==> src/rtl/picorv_awb_pkg.sv <==
// Shared types and helpers for the picorv async-writeback arbiter.
// Optional build macro: PICORV_AWB_ARB_FIXED_PRIO_EN (fixed priority).
package picorv_awb_pkg;

  typedef logic [4:0] regaddr_t;

  localparam int NREGS = 32;

  function automatic int idx_wrap(input int idx, input int n);
    return (idx + 1 >= n) ? 0 : idx + 1;
  endfunction

endpackage

==> src/rtl/picorv_rr_pick.sv <==
// Combinational rotating-priority picker: first set request at or
// after the start pointer, wrapping modulo N.
module picorv_rr_pick #(
  parameter int N = 4
) (
  input  logic [N-1:0]         req,
  input  logic [$clog2(N)-1:0] start,
  output logic [N-1:0]         gnt,
  output logic [$clog2(N)-1:0] idx
);

  localparam int PW = $clog2(N);

  logic          found;
  logic [PW:0]   s;
  logic [PW-1:0] p;

  always_comb begin
    gnt   = '0;
    idx   = '0;
    found = 1'b0;
    s     = '0;
    p     = '0;
    for (int k = 0; k < N; k++) begin
      s = {1'b0, start} + (PW+1)'(k);
      if (s >= (PW+1)'(N))
        s = s - (PW+1)'(N);
      p = s[PW-1:0];
      if (!found && req[p]) begin
        found  = 1'b1;
        gnt[p] = 1'b1;
        idx    = p;
      end
    end
  end

endmodule

==> src/rtl/picorv_awb_arb.sv <==
// Arbitrates NREQ late-writeback requesters onto the core awb port and
// tracks pending rd. Macro PICORV_AWB_ARB_FIXED_PRIO_EN: fixed priority.
module picorv_awb_arb
  import picorv_awb_pkg::*;
#(
  parameter int XLEN = 32,
  parameter int NREQ = 4
) (
  input  logic               clock,
  input  logic               reset,
  input  logic [NREQ-1:0]    req_valid,
  output logic [NREQ-1:0]    req_ready,
  input  logic [NREQ*5-1:0]  req_addr,
  input  logic [NREQ*XLEN-1:0] req_data,
  output logic               awb_valid,
  input  logic               awb_ready,
  output logic [4:0]         awb_addr,
  output logic [XLEN-1:0]    awb_data,
  input  logic               issue_valid,
  input  logic [4:0]         issue_addr,
  output logic [NREGS-1:0]   pending,
  output logic               awb_err
);

  localparam int PW = $clog2(NREQ);

  logic            load;
  logic            acc;
  logic [NREQ-1:0] gnt;
  logic [PW-1:0]   gidx;
  logic [PW-1:0]   start;
  regaddr_t        sel_addr;
  logic [XLEN-1:0] sel_data;
  logic [NREGS-1:0] set_v;
  logic [NREGS-1:0] clr_v;
  logic [NREGS-1:0] pend_nxt;
  logic            err_evt;

  assign load      = !awb_valid || awb_ready;
  assign req_ready = load ? gnt : '0;
  assign acc       = |(req_valid & req_ready);
  assign sel_addr  = req_addr[5*gidx +: 5];
  assign sel_data  = req_data[XLEN*gidx +: XLEN];

  picorv_rr_pick #(.N(NREQ)) u_pick (
    .req   (req_valid),
    .start (start),
    .gnt   (gnt),
    .idx   (gidx)
  );

`ifdef PICORV_AWB_ARB_FIXED_PRIO_EN
  assign start = '0;
`else
  logic [PW-1:0] rr_ptr;

  assign start = rr_ptr;

  always_ff @(posedge clock) begin
    if (reset)
      rr_ptr <= '0;
    else if (acc)
      rr_ptr <= PW'(idx_wrap(int'(gidx), NREQ));
  end
`endif

  // Set is applied after clear so a same-cycle reissue keeps the bit.
  always_comb begin
    set_v = '0;
    clr_v = '0;
    if (issue_valid && issue_addr != 5'd0)
      set_v = NREGS'(1) << issue_addr;
    if (awb_valid && awb_ready)
      clr_v = NREGS'(1) << awb_addr;
    pend_nxt = ((pending & ~clr_v) | set_v) & ~NREGS'(1);
  end

  assign err_evt = (acc && (sel_addr == 5'd0 || !pending[sel_addr]))
                || (issue_valid && issue_addr != 5'd0
                    && pending[issue_addr]);

  always_ff @(posedge clock) begin
    if (reset) begin
      awb_valid <= 1'b0;
      awb_addr  <= '0;
      awb_data  <= '0;
      pending   <= '0;
      awb_err   <= 1'b0;
    end else begin
      pending <= pend_nxt;
      if (acc) begin
        awb_valid <= 1'b1;
        awb_addr  <= sel_addr;
        awb_data  <= sel_data;
      end else if (awb_ready) begin
        awb_valid <= 1'b0;
      end
      if (err_evt)
        awb_err <= 1'b1;
    end
  end

endmodule

==> config.mk <==
export PLATFORM = sky130hd
export DESIGN_NAME = picorv_awb_arb
export DESIGN_NICKNAME = d
export VERILOG_FILES = /design/src/rtl/picorv_awb_pkg.sv /design/src/rtl/picorv_rr_pick.sv /design/src/rtl/picorv_awb_arb.sv
export SDC_FILE = /design/constraint.sdc
export NUM_CORES = 1
export LEC_CHECK = 0
export BUFFER_PORTS_ARGS = -buffer_cell sky130_fd_sc_hd__buf_2
export CORE_MARGIN = 1
export CORE_UTILIZATION = 45
export CTS_CLUSTER_DIAMETER = 40
export CTS_CLUSTER_SIZE = 30
export DETAILED_ROUTE_END_ITERATION = 10
export GPL_TIMING_DRIVEN = 0
export PLACE_DENSITY = 0.79
export SYNTH_ARGS = -nofsm -noshare
export SYNTH_HDL_FRONTEND = slang
export SYNTH_SLANG_ARGS = --single-unit
==> constraint.sdc <==
create_clock -name clock -period 5.9 [get_ports clock]
set_input_delay 0.295 -clock clock [delete_from_list [all_inputs] [get_ports clock]]
set_output_delay 0.295 -clock clock [all_outputs]
set_load 0.005 [all_outputs]
# Yosys cells after proc, flatten, opt, wreduce, memory -nomap -nowiden
# Index checks and enable logic that the tools add are counted.
# word_totals
input_bits	161
register_bits	73
# classes
n_mul	1
addsub	8
n_reduce_logical	23
n_shift	4
n_mux	41
bitwise_logic	7
n_lt_le_gt_ge	15
# op_table
cell	count
128-bit by 8-bit variable part select with 32-bit output	1
32-bit 2-to-1 mux	2
1-bit by 5-bit left shift with 32-bit output (first input constant)	2
32-bit AND	1
32-bit inverter	1
32-bit OR	1
4-bit 2-to-1 mux	5
20-bit by 6-bit variable part select with 5-bit output	1
2-bit 2-to-1 mux	9
1-bit 2-to-1 mux	15
3-bit >= comparator (second input constant)	4
2-bit by 3-bit < comparator with 1-bit output (second input constant)	4
5-bit by 6-bit < comparator with 1-bit output (second input constant)	2
4-bit OR	3
1-bit logical AND	11
1-bit binary-select mux with 5-bit select	2
1-bit binary-select mux with 2-bit select	4
1-bit demux with 2-bit select	4
2-bit by 1-bit >= comparator with 1-bit output (second input constant)	4
2-bit by 1-bit subtractor with 2-bit output (second input constant)	4
2-bit by 1-bit adder with 3-bit output (second input constant)	2
2-bit by 2-bit adder with 3-bit output (second input constant)	2
1-bit zero test	5
5-bit zero test	1
other kinds (7)	9

# Longest topological paths before layout
# depth
ltp_word	22
depth_mapped	16
ltp_nobuf	13

# Modules after synthesis
# A second synthesis with hierarchy kept.
# hier_totals
hier_cells	499
area_unflattened_um2	4558.1
# modules_own_cells
mod	area_per_inst_um2	n_inst	seq_area_each_um2	cells_per_inst
picorv_awb_arb	4154.0	1	1441.4	451
picorv_rr_pick	404.1	1	0.0	48

# Worst setup path after synthesis
# No wires, ideal clock.
# synth_timing
path_kind	reg-to-reg
from	register rr_ptr[1]
to	register awb_err
synth_period_minus_slack_ps	3767
path_slack_ps	2133
setup_time_ps	92
t_arrival_ps	3674
n_path_buf	3
path_stages_with_launch	17
cell_sequence	dfxtp_1 > buf_2 > inv_1 > ha_1 > buf_6 > or3b_1 > a2111o_1 > nand3_2 > o32ai_4 > buf_6 > mux2i_2 > mux2i_4 > inv_6 > mux2i_1 > mux2_2 > a311o_1 > o32ai_1
# synth_between
elab_chain_len	22
elab_cells_between_ends	75
classes_between	add/sub (7); mul (1); order compare (12); shift (1); mux (34); bitwise (4); reduce/logical (16)
# synth_lines
element	line_no	rtl
start, declared	picorv_awb_arb.sv:55	logic [PW-1:0] rr_ptr;
start signal, assigned	picorv_awb_arb.sv:63	rr_ptr <= PW'(idx_wrap(int'(gidx), NREQ));
parallel branches: the longest is 20 deep, another holds 2-bit by 1-bit adder with 3-bit output	n/a	
1-bit logical AND *	picorv_awb_arb.sv:78	assign err_evt = (acc && (sel_addr == 5'd0 || !pending[sel_addr]))
1-bit logical OR *	picorv_awb_arb.sv:79	|| (issue_valid && issue_addr != 5'd0
end signal, assigned	picorv_awb_arb.sv:88	awb_err <= 1'b0;
end signal, assigned	picorv_awb_arb.sv:99	awb_err <= 1'b1;
end, declared	picorv_awb_arb.sv:22	output logic awb_err
# Mark *: on every way between the ends. The select of a mux whose other input is x is not followed.
# A chain may end at the register's enable or synchronous reset.

# Worst setup path after layout
# layout_timing
from	register rr_ptr[1]
to	register awb_data[31]
# layout_between
elab_chain_len	17
elab_cells_between_ends	67
classes_between	add/sub (7); order compare (12); shift (1); mux (32); bitwise (4); reduce/logical (11)
# layout_lines
element	line_no	rtl
parallel branches: the longest is 17 deep, another holds 2-bit by 1-bit adder with 3-bit output	n/a	
end signal, assigned	picorv_awb_arb.sv:94	awb_data <= sel_data;
end, declared	picorv_awb_arb.sv:18	output logic [XLEN-1:0] awb_data,
# Several ways; the timed one is not identified. The select of a mux whose other input is x is not followed.

==> out/metrics.cfg <==
[routing]
drt_pass1_iterations = 8
avgRoutedWirePerCell_um = 17.7
final_antenna_net_count = 0
remaining_drc_errors = 0
viasPerCell = 5.81
vias = 5822
finalWirelength_um = 17700
detailedRoute.firstIterationViolations = 512

[synth]
synth_top_cell_area_share_pct = 29.2
asr_flop_ratio_synth_pct = 0
synth_edf_count = 0
synth_top_flop_cell = dfxtp_1
yosysMostFrequentCell = nand2_1
netlist_top_cells_count = nand2_1 (132), dfxtp_1 (72), a21oi_1 (68)
synthesis.area_per_instance_um2 = 7.95
synth.yosys.warnings = 0
postSynthCellCount = 621
yosysUniqueCellTypes = 59
ys_seq_area_share_pct = 29.2
synthesis.area_mm2 = 0.00493
syn_nets = 789
yosysTopAreaCell = dfxtp_1
synth_seq_cells = 72
synth_area_leaders = dfxtp_1 (29%), nand2_1 (10%), a21oi_1 (6.9%)

[finish]
final_cell_count_no_fill = 1002
syn2layout_area_growth_pct = 31.1
area_of_all_sequential_standard_cells_mm2 = 0.00144
multi_input_area_mm2 = 0.00322
layout.core_utilization_pct = 61.9
share_of_final_layout_standard_cells_stronger_than_drive_strength_1_pct = 33.4
n_antenna_cell = 0
nets = 1029
fillers = 987

[setup_path]
path_max_fanout = 10
start_kind = register
worst-endpoint-required_ns = 6.17
critical_path.endpoint_type = register
ff2ff_setup_slack_ns = 1.62
worst-setup-path-type = register to register
cp_data_arrival_time_ns = 4.55

[power]
power.static_leakage_nw = 2.86
vdd.ir_drop.worst_v = 0.000204
power-per-cell-area_mw_per_mm2 = 476
finalPower_w = 0.00308

[timing]
finalCritPeriodShare_pct = 72.5
setup_ws_ns = 1.62
rsz0062_at_grt = no
final.setup_skew_ns = 0.0101
setup_viol = 0
actual_transition_at_the_worst_max_transition_pin_ns = 0.681
maxSlewHeadroom_pct = 54.6
slew_viol_final = 0
max_clock_freq_mhz = 234
finalSetupTns_ns = 0
timing_hold_violations_final = 0
finalWorstPathRequiredPeriod_ns = 4.28

[global_routing]
gr-usage-all-layers_pct = 30.2
grt_pass1_vias = 5238
grt_max_degree = 13
grt_antenna_before_repair = 0
grt_overflow = 0
wire_length_of_the_first_global_routing_pass_um = 26900

[clock_tree]
ctsResizeCount = 0
worst_skew_pair.late_latency_ns = 0.35
cts_buffer_depth = 2
clock_tree.htree_level_count = 3
ctsRootBufferMaster = clkbuf_8
tritoncts = built
cts_hold_repair.buffers = 0
post-cts-setup-buffers = 0
clock_sink_count = 72
cts_buffers = 9
clk_pin_slew_worst_paths_ns = 0.07

[place]
dpl_worst_slack_ns = 1.65
post-place-cells = 986
io_buffers = 229
routabilityCongestion = 0.970
detailed_placement_hpwl_um = 13900

[die]
die_y_um = 107
full_die_area_mm2 = 0.0114
die_w_um = 107
fp-row-count = 37
design.portCount = 236
design.core.area_mm2 = 0.0105
initial_core_util_pct = 47.2

[outcome]
outcome = completed

[min_path]
min_path_type = input pin to register

[run]
max-cap-violations = 0

-- metal layers --
| layer | track usage [%] | vias to the layer above | wire length [um] |
|---|---|---|---|
| li1 | - | 2735 | - |
| met1 | 38.9 | 2764 | 7040 |
| met2 | 51.0 | 292 | 8560 |
| met3 | 5.90 | 31 | 1730 |
| met4 | 9.10 | 0 | 358 |
| met5 | 0 | - | 0 |
-- cell usage in the layout, fill, tap and decap left out, drive strengths merged, types with 3 or more instances in the layout --
| cell | instances |
|---|---|
| mux2i | 36 |
| inv | 5 |
| mux4 | 11 |
| clkbuf | 45 |
| nand3 | 10 |
| a21oi | 69 |
| ha | 7 |
| nor2b | 8 |
| a311o | 33 |
| o21ai | 35 |
| a211oi | 34 |
| buf | 249 |
| a221oi | 6 |
| nor2 | 24 |
| nand2 | 132 |
| a22oi | 4 |
| clkinv | 3 |
| or3b | 3 |
| nand3b | 4 |
| o221ai | 3 |
| dfxtp | 72 |
| mux2 | 5 |
| and2 | 36 |
-- through the flow --
stage,instance area (um^2),hold WS (ns)
floorplan,4930,0.448
global placement,6250,0.436
detailed placement,6250,0.441
CTS,6470,0.295
global route,6470,0.323
finish,6470,0.337
-- path summary, 6_finish.rpt --
kind,startpoint,endpoint,depth (start not counted)
max reg2reg,rr_ptr[1],awb_data[31],14
min reg2reg,awb_data[13],awb_data[13],2
max,rr_ptr[1],awb_data[31],14
min,req_data[104],awb_data[8],4
-- sequential cells by signal (all words and copies together), names as in the netlist --
register and cells:
awb_addr 5, awb_valid 1, awb_err 1, rr_ptr 2
pending 31, awb_data 32
-- layout make-up --
| cell class | count | area share, % |
|---|---|---|
| buffer | 55 | 3.81 |
| clock buffer | 10 | 2.13 |
| clock inverter | 6 | 1.28 |
| inverter | 5 | 0.367 |
| multi-input combinational | 489 | 49.8 |
| sequential | 72 | 22.3 |
| tap | 136 | 2.63 |
| timing repair buffer | 229 | 17.7 |
-- logic make-up after synthesis --
kind of cell | synth area share, %
xor+xnor | 0.178
compound gates | 27.6
other cells | 0.0760
flops | 29.2
simple gates | 21.5
buf+inv | 5.48
fa+ha+maj | 1.77
mux | 14.2
-- report_power, final --
group | internal [W] | total, W | switching (W)
clock | 0.000247 | 0.000439 | 0.000191
combinational | 0.000790 | 0.00192 | 0.00113
sequential | 0.000632 | 0.000721 | 0.0000890
total | 0.00167 | 0.00308 | 0.00141
-- worst max-delay path, stage by stage (launching register included) --
cell	delay, ns
dfxtp_1	0.40
buf_2	0.22
inv_1	0.13
ha_1	0.31
buf_6	0.13
mux4_2	0.56
nor2b_1	0.20
o32ai_4	0.35
buf_6	0.23
clkbuf_1	0.30
clkbuf_1	0.44
buf_2	0.33
nand2_1	0.09
a311o_1	0.37
a21oi_1	0.14
Note: power is estimated with default switching activity, not from simulation.
